### src/rtl/mips_cpu_lsu.sv
// Load/store unit: turns core byte/half/word requests into single Avalon-MM
// word transactions. It handles lane steering, load extension, alignment
// faults and a bounded waitrequest timeout.
module mips_cpu_lsu #(
  parameter int unsigned MAX_WAIT    = 16,
  parameter int unsigned ALIGN_CHECK = 1
) (
  input  logic        clk,
  input  logic        reset,
  input  logic        req_valid,
  output logic        req_ready,
  input  logic        req_write,
  input  logic [1:0]  req_size,
  input  logic        req_signed,
  input  logic [31:0] req_addr,
  input  logic [31:0] req_wdata,
  output logic        resp_valid,
  output logic [31:0] resp_rdata,
  output logic        resp_err,
  output logic [31:0] address,
  output logic        read,
  output logic        write,
  input  logic        waitrequest,
  output logic [31:0] writedata,
  output logic [3:0]  byteenable,
  input  logic [31:0] readdata
);

  localparam int unsigned DATA_W = 32;
  localparam int unsigned BE_W   = DATA_W / 8;
  localparam int unsigned WAIT_W = 32;

  typedef enum logic [1:0] {IDLE, BUS, RDATA, RESP} state_t;

  state_t              state;
  logic                lat_write;
  logic                lat_signed;
  logic [1:0]          lat_size;
  logic [1:0]          lat_off;
  logic [WAIT_W-1:0]   wait_cnt;

  logic                fault_c;
  logic [1:0]          off_c;
  logic [BE_W-1:0]     be_c;
  logic [DATA_W-1:0]   wdata_c;
  logic [7:0]          lane_b_c;
  logic [15:0]         lane_h_c;
  logic [DATA_W-1:0]   ext_c;

  // Decode the incoming request: fault, effective byte offset, lanes, store data.
  always_comb begin
    fault_c = 1'b0;
    off_c   = req_addr[1:0];
    be_c    = '0;
    wdata_c = req_wdata;
    case (req_size)
      2'd0: begin
        be_c    = BE_W'(4'b0001 << req_addr[1:0]);
        wdata_c = {4{req_wdata[7:0]}};
      end
      2'd1: begin
        off_c   = {req_addr[1], 1'b0};
        be_c    = req_addr[1] ? 4'b1100 : 4'b0011;
        wdata_c = {2{req_wdata[15:0]}};
        fault_c = (ALIGN_CHECK != 0) && req_addr[0];
      end
      2'd2: begin
        off_c   = 2'b00;
        be_c    = 4'b1111;
        fault_c = (ALIGN_CHECK != 0) && (req_addr[1:0] != 2'b00);
      end
      default: fault_c = 1'b1;
    endcase
  end

  // Pick the loaded lane(s) by the latched offset and extend to 32 bits.
  always_comb begin
    lane_b_c = readdata[7:0];
    case (lat_off)
      2'd0: lane_b_c = readdata[7:0];
      2'd1: lane_b_c = readdata[15:8];
      2'd2: lane_b_c = readdata[23:16];
      default: lane_b_c = readdata[31:24];
    endcase
    lane_h_c = lat_off[1] ? readdata[31:16] : readdata[15:0];
    case (lat_size)
      2'd0:    ext_c = {{24{lat_signed & lane_b_c[7]}}, lane_b_c};
      2'd1:    ext_c = {{16{lat_signed & lane_h_c[15]}}, lane_h_c};
      default: ext_c = readdata;
    endcase
  end

  // Transaction FSM with registered core and bus outputs.
  always_ff @(posedge clk) begin
    if (reset) begin
      state      <= IDLE;
      req_ready  <= 1'b1;
      resp_valid <= 1'b0;
      resp_rdata <= '0;
      resp_err   <= 1'b0;
      address    <= '0;
      read       <= 1'b0;
      write      <= 1'b0;
      writedata  <= '0;
      byteenable <= '0;
      lat_write  <= 1'b0;
      lat_signed <= 1'b0;
      lat_size   <= 2'd0;
      lat_off    <= 2'd0;
      wait_cnt   <= '0;
    end else begin
      case (state)
        IDLE: begin
          if (req_valid) begin
            req_ready  <= 1'b0;
            lat_write  <= req_write;
            lat_signed <= req_signed;
            lat_size   <= req_size;
            lat_off    <= off_c;
            wait_cnt   <= '0;
            if (fault_c) begin
              state      <= RESP;
              resp_valid <= 1'b1;
              resp_err   <= 1'b1;
              resp_rdata <= '0;
            end else begin
              state      <= BUS;
              read       <= ~req_write;
              write      <= req_write;
              address    <= {req_addr[31:2], 2'b00};
              writedata  <= wdata_c;
              byteenable <= be_c;
            end
          end
        end
        BUS: begin
          if (waitrequest) begin
            if ((MAX_WAIT != 0) && (wait_cnt + WAIT_W'(1) == WAIT_W'(MAX_WAIT))) begin
              state      <= RESP;
              read       <= 1'b0;
              write      <= 1'b0;
              address    <= '0;
              writedata  <= '0;
              byteenable <= '0;
              resp_valid <= 1'b1;
              resp_err   <= 1'b1;
              resp_rdata <= '0;
            end else begin
              wait_cnt <= wait_cnt + WAIT_W'(1);
            end
          end else begin
            read       <= 1'b0;
            write      <= 1'b0;
            address    <= '0;
            writedata  <= '0;
            byteenable <= '0;
            if (lat_write) begin
              state      <= RESP;
              resp_valid <= 1'b1;
              resp_err   <= 1'b0;
              resp_rdata <= '0;
            end else begin
              state <= RDATA;
            end
          end
        end
        RDATA: begin
          state      <= RESP;
          resp_valid <= 1'b1;
          resp_err   <= 1'b0;
          resp_rdata <= ext_c;
        end
        RESP: begin
          state      <= IDLE;
          resp_valid <= 1'b0;
          resp_err   <= 1'b0;
          resp_rdata <= '0;
          req_ready  <= 1'b1;
        end
        default: state <= IDLE;
      endcase
    end
  end

endmodule

### config.mk
export PLATFORM = sky130hd
export DESIGN_NAME = mips_cpu_lsu
export DESIGN_NICKNAME = d
export VERILOG_FILES = /design/src/rtl/mips_cpu_lsu.sv
export SDC_FILE = /design/constraint.sdc
export NUM_CORES = 1
export LEC_CHECK = 0
export BUFFER_PORTS_ARGS = -buffer_cell sky130_fd_sc_hd__buf_4
export CORE_ASPECT_RATIO = 2
export CORE_MARGIN = 2
export CORE_UTILIZATION = 57
export CTS_CLUSTER_SIZE = 14
export DETAILED_ROUTE_END_ITERATION = 8
export MAX_ROUTING_LAYER = met4
export PLACE_DENSITY_LB_ADDON = 0.3
export SLEW_MARGIN = 10
export SYNTH_ARGS = -nofsm -noshare
export SYNTH_HDL_FRONTEND = slang
export SYNTH_SLANG_ARGS = --single-unit
### constraint.sdc
create_clock -name clk -period 6.26 [get_ports clk]
set_input_delay 0.626 -clock clk [delete_from_list [all_inputs] [get_ports clk]]
set_output_delay 0.626 -clock clk [all_outputs]
set_load 0.005 [all_outputs]
==> out/summary.txt, run 1 <==
Post-synth EDFFs: 0
Crit path required time: 6.60 ns
clk root buf: clkbuf_16
Die Area: 14400 um^2
Min-Delay Path Depth: 3
final setup TNS: 0 ns
slowest stage delay, CP: 0.82 ns
logic gate share of total power: 0.335
Yosys reg bits: 143
DR WL/cell: 17.1 um
met3 usage: 0.0681
WS Path Type: register to register
maximum clock rate: 218 MHz
global-route met1 utilization: 0.375
r2r setup slk: 1.67 ns
CP Cell Sequence: nand4_1, or4_1, nor4_2, o21ai_1, or4b_1, or4_1, o21ai_4, buf_12, mux2i_1
cts repair resizes: 0
GPL Wtd Cong: 0.968
Max clock buf depth: 2
DP Area: 9160 um^2
CTS tree: done
initial detailed-routing violation count: 719
Detail Route Antenna Nets: 0
cell taking the most area after synthesis: dfxtp_1
IO Count: 209
Synth top cells by count: 206 x nand2_1, 143 x dfxtp_1, 95 x mux2i_1
gr busiest metal: met2
CP dominant cell by count: or4_1
Via Count: 7792
slowest CP cell: or4_1
DIE HEIGHT: 168 um
worst-path fanout max: 19
Max Cap Viol: 0
Reg power frac: 0.350
initial antenna violation count: 0
Max transition margin: 0.193
Post-synth ARST share: 0
PnR worst setup slack: 1.67 ns
GRT Residual Overflow: 0
met2 Usage GRT: 0.503
Overall Global Routing Usage: 0.314
Final nets: 1244
transition time of the tightest slew-check pin: 1.21 ns
H-tree levels: 4
core area: 13300 um^2
Post-CTS Setup Bufs: 0
Leak: 4.26 nW
Top FF cell, synth: dfxtp_1
sw power: 1.13 mW
most common cell in the synthesized netlist: nand2_1
ANT cells: 0
count of final max-slew check failures: 0
Syn-to-layout area delta: 27.4%
top cell type's share of synthesized area: 0.374
vias in the first global route: 7522
switching fraction of total power: 0.343
Cells after Synth: 974
pwr dens: 336 nW/um^2
status: finished clean
hold crit path type: input port to register
via-per-instance ratio: 6.00
Die Width: 86.0 um
Crit. End Element: register
CTS buffer count: 17
fin crit period: 4.59 ns
worst r2r path cells: 9
clock sink count: 143
clk_lat worst skew: 0.42 ns
share of post-route cells with drive strength above 1: 0.228
main area contributors after synthesis: dfxtp_1 37%, mux2i_1 12%, nand2_1 10%
RSZ-0062 raised after global routing: false
Mapped Area: 7660 um^2
routed wire length: 22.2 mm
Fin Clk Skew: 0.0153 ns
Startpoint Class: register
Distinct cells, synth: 59
Final setup violation count: 0
HPWL Detailed: 15.5 mm
Post-Syn Area per Cell: 7.87 um^2
largest net degree at the start of global routing: 98
final hold viol count: 0
Port Buffer Count: 206
Hold Buf Count CTS: 0
Starting Density: 0.577
clk slew on worst S/H paths: 0.07 ns
num rows: 60
sequential area share after synthesis: 0.374
DP Worst Slack: 1.75 ns
drc violations: 0
Arr. time, crit path: 4.93 ns
first-pass GRT wire length: 36.0 mm
Power Internal: 2.15 mW
period utilization: 0.733
detailed-router iteration count before antenna repair: 6
maximum VDD drop: 0.245 mV
power share of the clock group: 0.315
YS warnings: 0
Filler cells: 949
post-route design area: 9760 um^2
final cells by class:
type	count	area, um^2	area share
timing repair buffer	212	1600	0.164
inverter	45	169	0.0173
multi-input combinational	711	4330	0.444
clock inverter	15	175	0.0180
sequential	143	2860	0.293
tap	155	194	0.0199
clock buffer	17	425	0.0436
placed cells by master (no fill, tap or decap), drive strengths merged, types with 3 or more instances in the layout:
cell type,count
or4,4
a31oi,10
a221o,13
nor3,25
o221ai,7
mux2i,95
ha,10
nor4,5
o21ai,62
inv,51
xnor2,10
xor2,5
mux2,10
nand3,57
nor2,49
clkbuf,17
or3,4
clkinv,7
a21oi,30
buf,212
nor2b,14
o211ai,25
nand2,206
o21a,3
a22oi,8
and4,5
and3,5
dfxtp,143
nand3b,3
nand4,19
path summary, 6_finish.rpt:
kind | from | endpoint
setup / recovery | wait_cnt[4] | resp_rdata[17]
hold / removal | req_addr[17] | address[17]
setup reg to reg | wait_cnt[4] | resp_rdata[17]
hold reg to reg | address[27] | address[27]
per-layer routing:
metal | wire length, um | vias to the layer above
met5 | 0 | -
met4 | 741 | 0
met3 | 1830 | 76
met2 | 11100 | 401
met1 | 8550 | 3605
li1 | - | 3710
logic make-up after synthesis:
family,share of synthesized area
AOI/OAI and AO/OA,0.147
xor gates and xnor gates,0.0171
adders and majority gates,0.0163
buffers and inverters,0.0650
DFF,0.374
muxes,0.139
other,0.000489
and+or+nand+nor,0.242
state kept, by name, summed over array words and instances, names as in the netlist:
| name | flops |
|---|---|
| resp_valid | 1 |
| read | 1 |
| wait_cnt | 32 |
| address | 30 |
| lat_size | 2 |
| byteenable | 4 |
| writedata | 32 |
| resp_rdata | 32 |
| write | 1 |
| resp_err | 1 |
| state | 2 |
| lat_off | 2 |
| lat_write | 1 |
| req_ready | 1 |
| lat_signed | 1 |
worst max-delay path: cells and delay by family (launching register included):
kind | cells | cell delay (ns)
compound gates | 2 | 0.80
simple gates | 5 | 2.74
buf+inv | 1 | 0.26
flops | 1 | 0.47
mux | 1 | 0.21
per-stage QoR:
| step | cells | util | total power [mW] | hold WS (ns) |
|---|---|---|---|---|
| 2_1_floorplan | 975 | - | 1.85 | 0.449 |
| 3_3_place_gp | 1266 | 0.689 | 2.22 | 0.442 |
| 3_5_place_dp | 1266 | 0.689 | 2.25 | 0.451 |
| 4_1_cts | 1298 | 0.734 | 3.28 | 0.436 |
| 5_1_grt | 1298 | 0.734 | 3.43 | 0.455 |
| 6_report | 1298 | 0.734 | 3.28 | 0.446 |
power groups by stage:
stage	sequential (mW)	combinational (mW)	clock, mW
floorplan	1.15	0.696	0
global placement	1.16	1.06	0
detailed placement	1.16	1.08	0
CTS	1.15	1.09	1.04
global route	1.17	1.18	1.08
finish	1.15	1.10	1.03
Power figures use the tool's default switching activity.
==> inputs of run 2 (changes only) <==
--- a/config.mk
+++ b/config.mk
@@ -8,7 +8,7 @@
 export BUFFER_PORTS_ARGS = -buffer_cell sky130_fd_sc_hd__buf_4
 export CORE_ASPECT_RATIO = 2
 export CORE_MARGIN = 2
-export CORE_UTILIZATION = 57
+export CORE_UTILIZATION = 53
 export CTS_CLUSTER_SIZE = 14
 export DETAILED_ROUTE_END_ITERATION = 8
 export MAX_ROUTING_LAYER = met4
==> constraint.sdc (replaced) <==
create_clock -name clk -period 4.29 [get_ports clk]
set_input_delay 0.429 -clock clk [delete_from_list [all_inputs] [get_ports clk]]
set_output_delay 0.429 -clock clk [all_outputs]
set_load 0.005 [all_outputs]
==> out/summary.txt, run 2 (same netlist as run 1, synthesis figures left out) <==
clk root buf: clkbuf_16 (unchanged)
Max transition margin: 0.165 (was 0.193)
DR WL met3: 1.26 mm (was 1.83 mm)
via-per-instance ratio: 5.81 (was 6.00)
Hold Buf Count CTS: 0 (unchanged)
Detail Route Antenna Nets: 0 (unchanged)
HPWL Detailed: 16.6 mm (was 15.5 mm)
core area: 14300 um^2 (was 13300 um^2)
pwr dens: 482 nW/um^2 (was 336 nW/um^2)
Overall Global Routing Usage: 0.309 (was 0.314)
drc violations: 0 (unchanged)
Syn-to-layout area delta: 28.8% (was 27.4%)
cts repair resizes: 0 (unchanged)
maximum VDD drop: 0.359 mV (was 0.245 mV)
H-tree levels: 4 (unchanged)
clock sink count: 143 (unchanged)
DP Worst Slack: 0.336 ns (was 1.75 ns)
WS Path Type: register to register (unchanged)
final setup TNS: 0 ns (unchanged)
transition time of the tightest slew-check pin: 1.25 ns (was 1.21 ns)
IO Count: 209 (unchanged)
Crit. End Element: register (unchanged)
Design Power: 4.76 mW (was 3.28 mW)
Fin Clk Skew: 0.0136 ns (was 0.0153 ns)
CP dominant cell by count: or4_1 (unchanged)
post-route design area: 9870 um^2 (was 9760 um^2)
share of post-route cells with drive strength above 1: 0.232 (was 0.228)
Max clock buf depth: 2 (unchanged)
CTS buffer count: 17 (unchanged)
num rows: 62 (was 60)
most frequent cells in the layout: 216 x buf_4, 206 x nand2_1, 143 x dfxtp_1 (was 211 x buf_4, 206 x nand2_1, 143 x dfxtp_1)
fin crit period: 3.98 ns (was 4.59 ns)
count of final max-slew check failures: 0 (unchanged)
clk slew on worst S/H paths: 0.07 ns (about the same)
Arr. time, crit path: 4.33 ns (was 4.93 ns)
DP Area: 9280 um^2 (was 9160 um^2)
first-pass GRT wire length: 36.7 mm (was 36.0 mm)
slowest CP cell: or4_1 (unchanged)
detailed-router iteration count before antenna repair: 6 (unchanged)
dpl cells: 1310 (was 1266)
CTS tree: done (unchanged)
Via Count: 7808 (was 7792)
Final nets: 1251 (was 1244)
initial antenna violation count: 1 (was 0)
Die Width: 89.0 um (was 86.0 um)
Leak: 4.29 nW (was 4.26 nW)
status: finished clean (unchanged)
Max Cap Viol: 0 (unchanged)
maximum clock rate: 251 MHz (was 218 MHz)
Crit path required time: 4.64 ns (was 6.60 ns)
DR WL/cell: 17.1 um (about the same)
Routed met2 length: 12.1 mm (was 11.1 mm)
Starting Density: 0.537 (was 0.577)
M1 WL: 8.22 mm (was 8.55 mm)
Layout Cells excl Fill: 1343 (was 1298)
CP Cell Sequence: nand4_2, or4_1, buf_4, o21a_1, a2111oi_0, o2111ai_1, or4_1, o21ai_4, buf_12, mux2i_1 (was nand4_1, or4_1, nor4_2, o21ai_1, or4b_1, or4_1, o21ai_4, buf_12, mux2i_1)
Startpoint Class: register (unchanged)
hold crit path type: input port to register (unchanged)
period utilization: 0.928 (was 0.733)
largest net degree at the start of global routing: 97 (was 98)
PnR worst setup slack: 0.307 ns (was 1.67 ns)
biggest regs: resp_rdata (32), wait_cnt (32), writedata (32) (unchanged)
final hold viol count: 0 (unchanged)
highest metal used: met4 (unchanged)
Post-CTS Setup Bufs: 0 (unchanged)
RSZ-0062 raised after global routing: false (unchanged)
routed wire length: 23.0 mm (was 22.2 mm)
commonest non-fill, non-tap cell in the layout: buf_4 (unchanged)
initial detailed-routing violation count: 628 (was 719)
DIE HEIGHT: 174 um (was 168 um)
GPL Wtd Cong: 0.964 (was 0.968)
slowest stage delay, CP: 0.62 ns (was 0.82 ns)
Port Buffer Count: 206 (unchanged)
worst-path fanout max: 32 (was 19)
GRT Residual Overflow: 0 (unchanged)
Final setup violation count: 0 (unchanged)
Die Area: 15500 um^2 (was 14400 um^2)
clk_lat worst skew: 0.43 ns (was 0.42 ns)
vias in the first global route: 7582 (was 7522)
[run 2: power by group]
group	switching (mW)	internal [mW]
logic	0.876	0.757
registers	0.136	1.53
clock network	0.676	0.784
total	1.69	3.07
[run 2: area by class of cell]
| cell class | instances | area, um^2 |
|---|---|---|
| inverter | 45 | 169 |
| tap | 192 | 240 |
| clock inverter | 15 | 166 |
| antenna | 1 | 2.50 |
| sequential | 143 | 2860 |
| clock buffer | 17 | 425 |
| multi-input combinational | 711 | 4320 |
| timing repair buffer | 219 | 1680 |
| fill | 1218 | 4400 |
[run 2: worst paths after layout]
kind / cells after the start / slack, ns / start / endpoint
worst min register to register: 2 / 0.46 / writedata[9] / writedata[9]
worst max-delay path: 10 / 0.31 / wait_cnt[3] / resp_rdata[17]
worst min-delay path: 3 / 0.24 / req_addr[13] / address[13]
worst max register to register: 10 / 0.31 / wait_cnt[3] / resp_rdata[17]
[run 2: layer usage]
metal	global-route usage	vias up
met5	-	-
met4	0.183	0
met3	0.0532	92
met2	0.521	331
met1	0.326	3651
li1	-	3734
[run 2: through the flow]
| stage | util | hold slack [ns] |
|---|---|---|
| after floorplan | - | 0.449 |
| after global placement | 0.650 | 0.443 |
| after detailed placement | 0.650 | 0.450 |
| after CTS | 0.691 | 0.236 |
| after global routing | 0.692 | 0.244 |
| final | 0.692 | 0.245 |
[run 2: worst max-delay path, delay by kind of cell, from the launching register on]
kind / cells / cell delay [ns]
AOI/OAI and AO/OA: 4 / 1.17
muxes: 1 / 0.23
buffers and inverters: 2 / 0.47
DFF: 1 / 0.53
and+or+nand+nor: 3 / 1.48
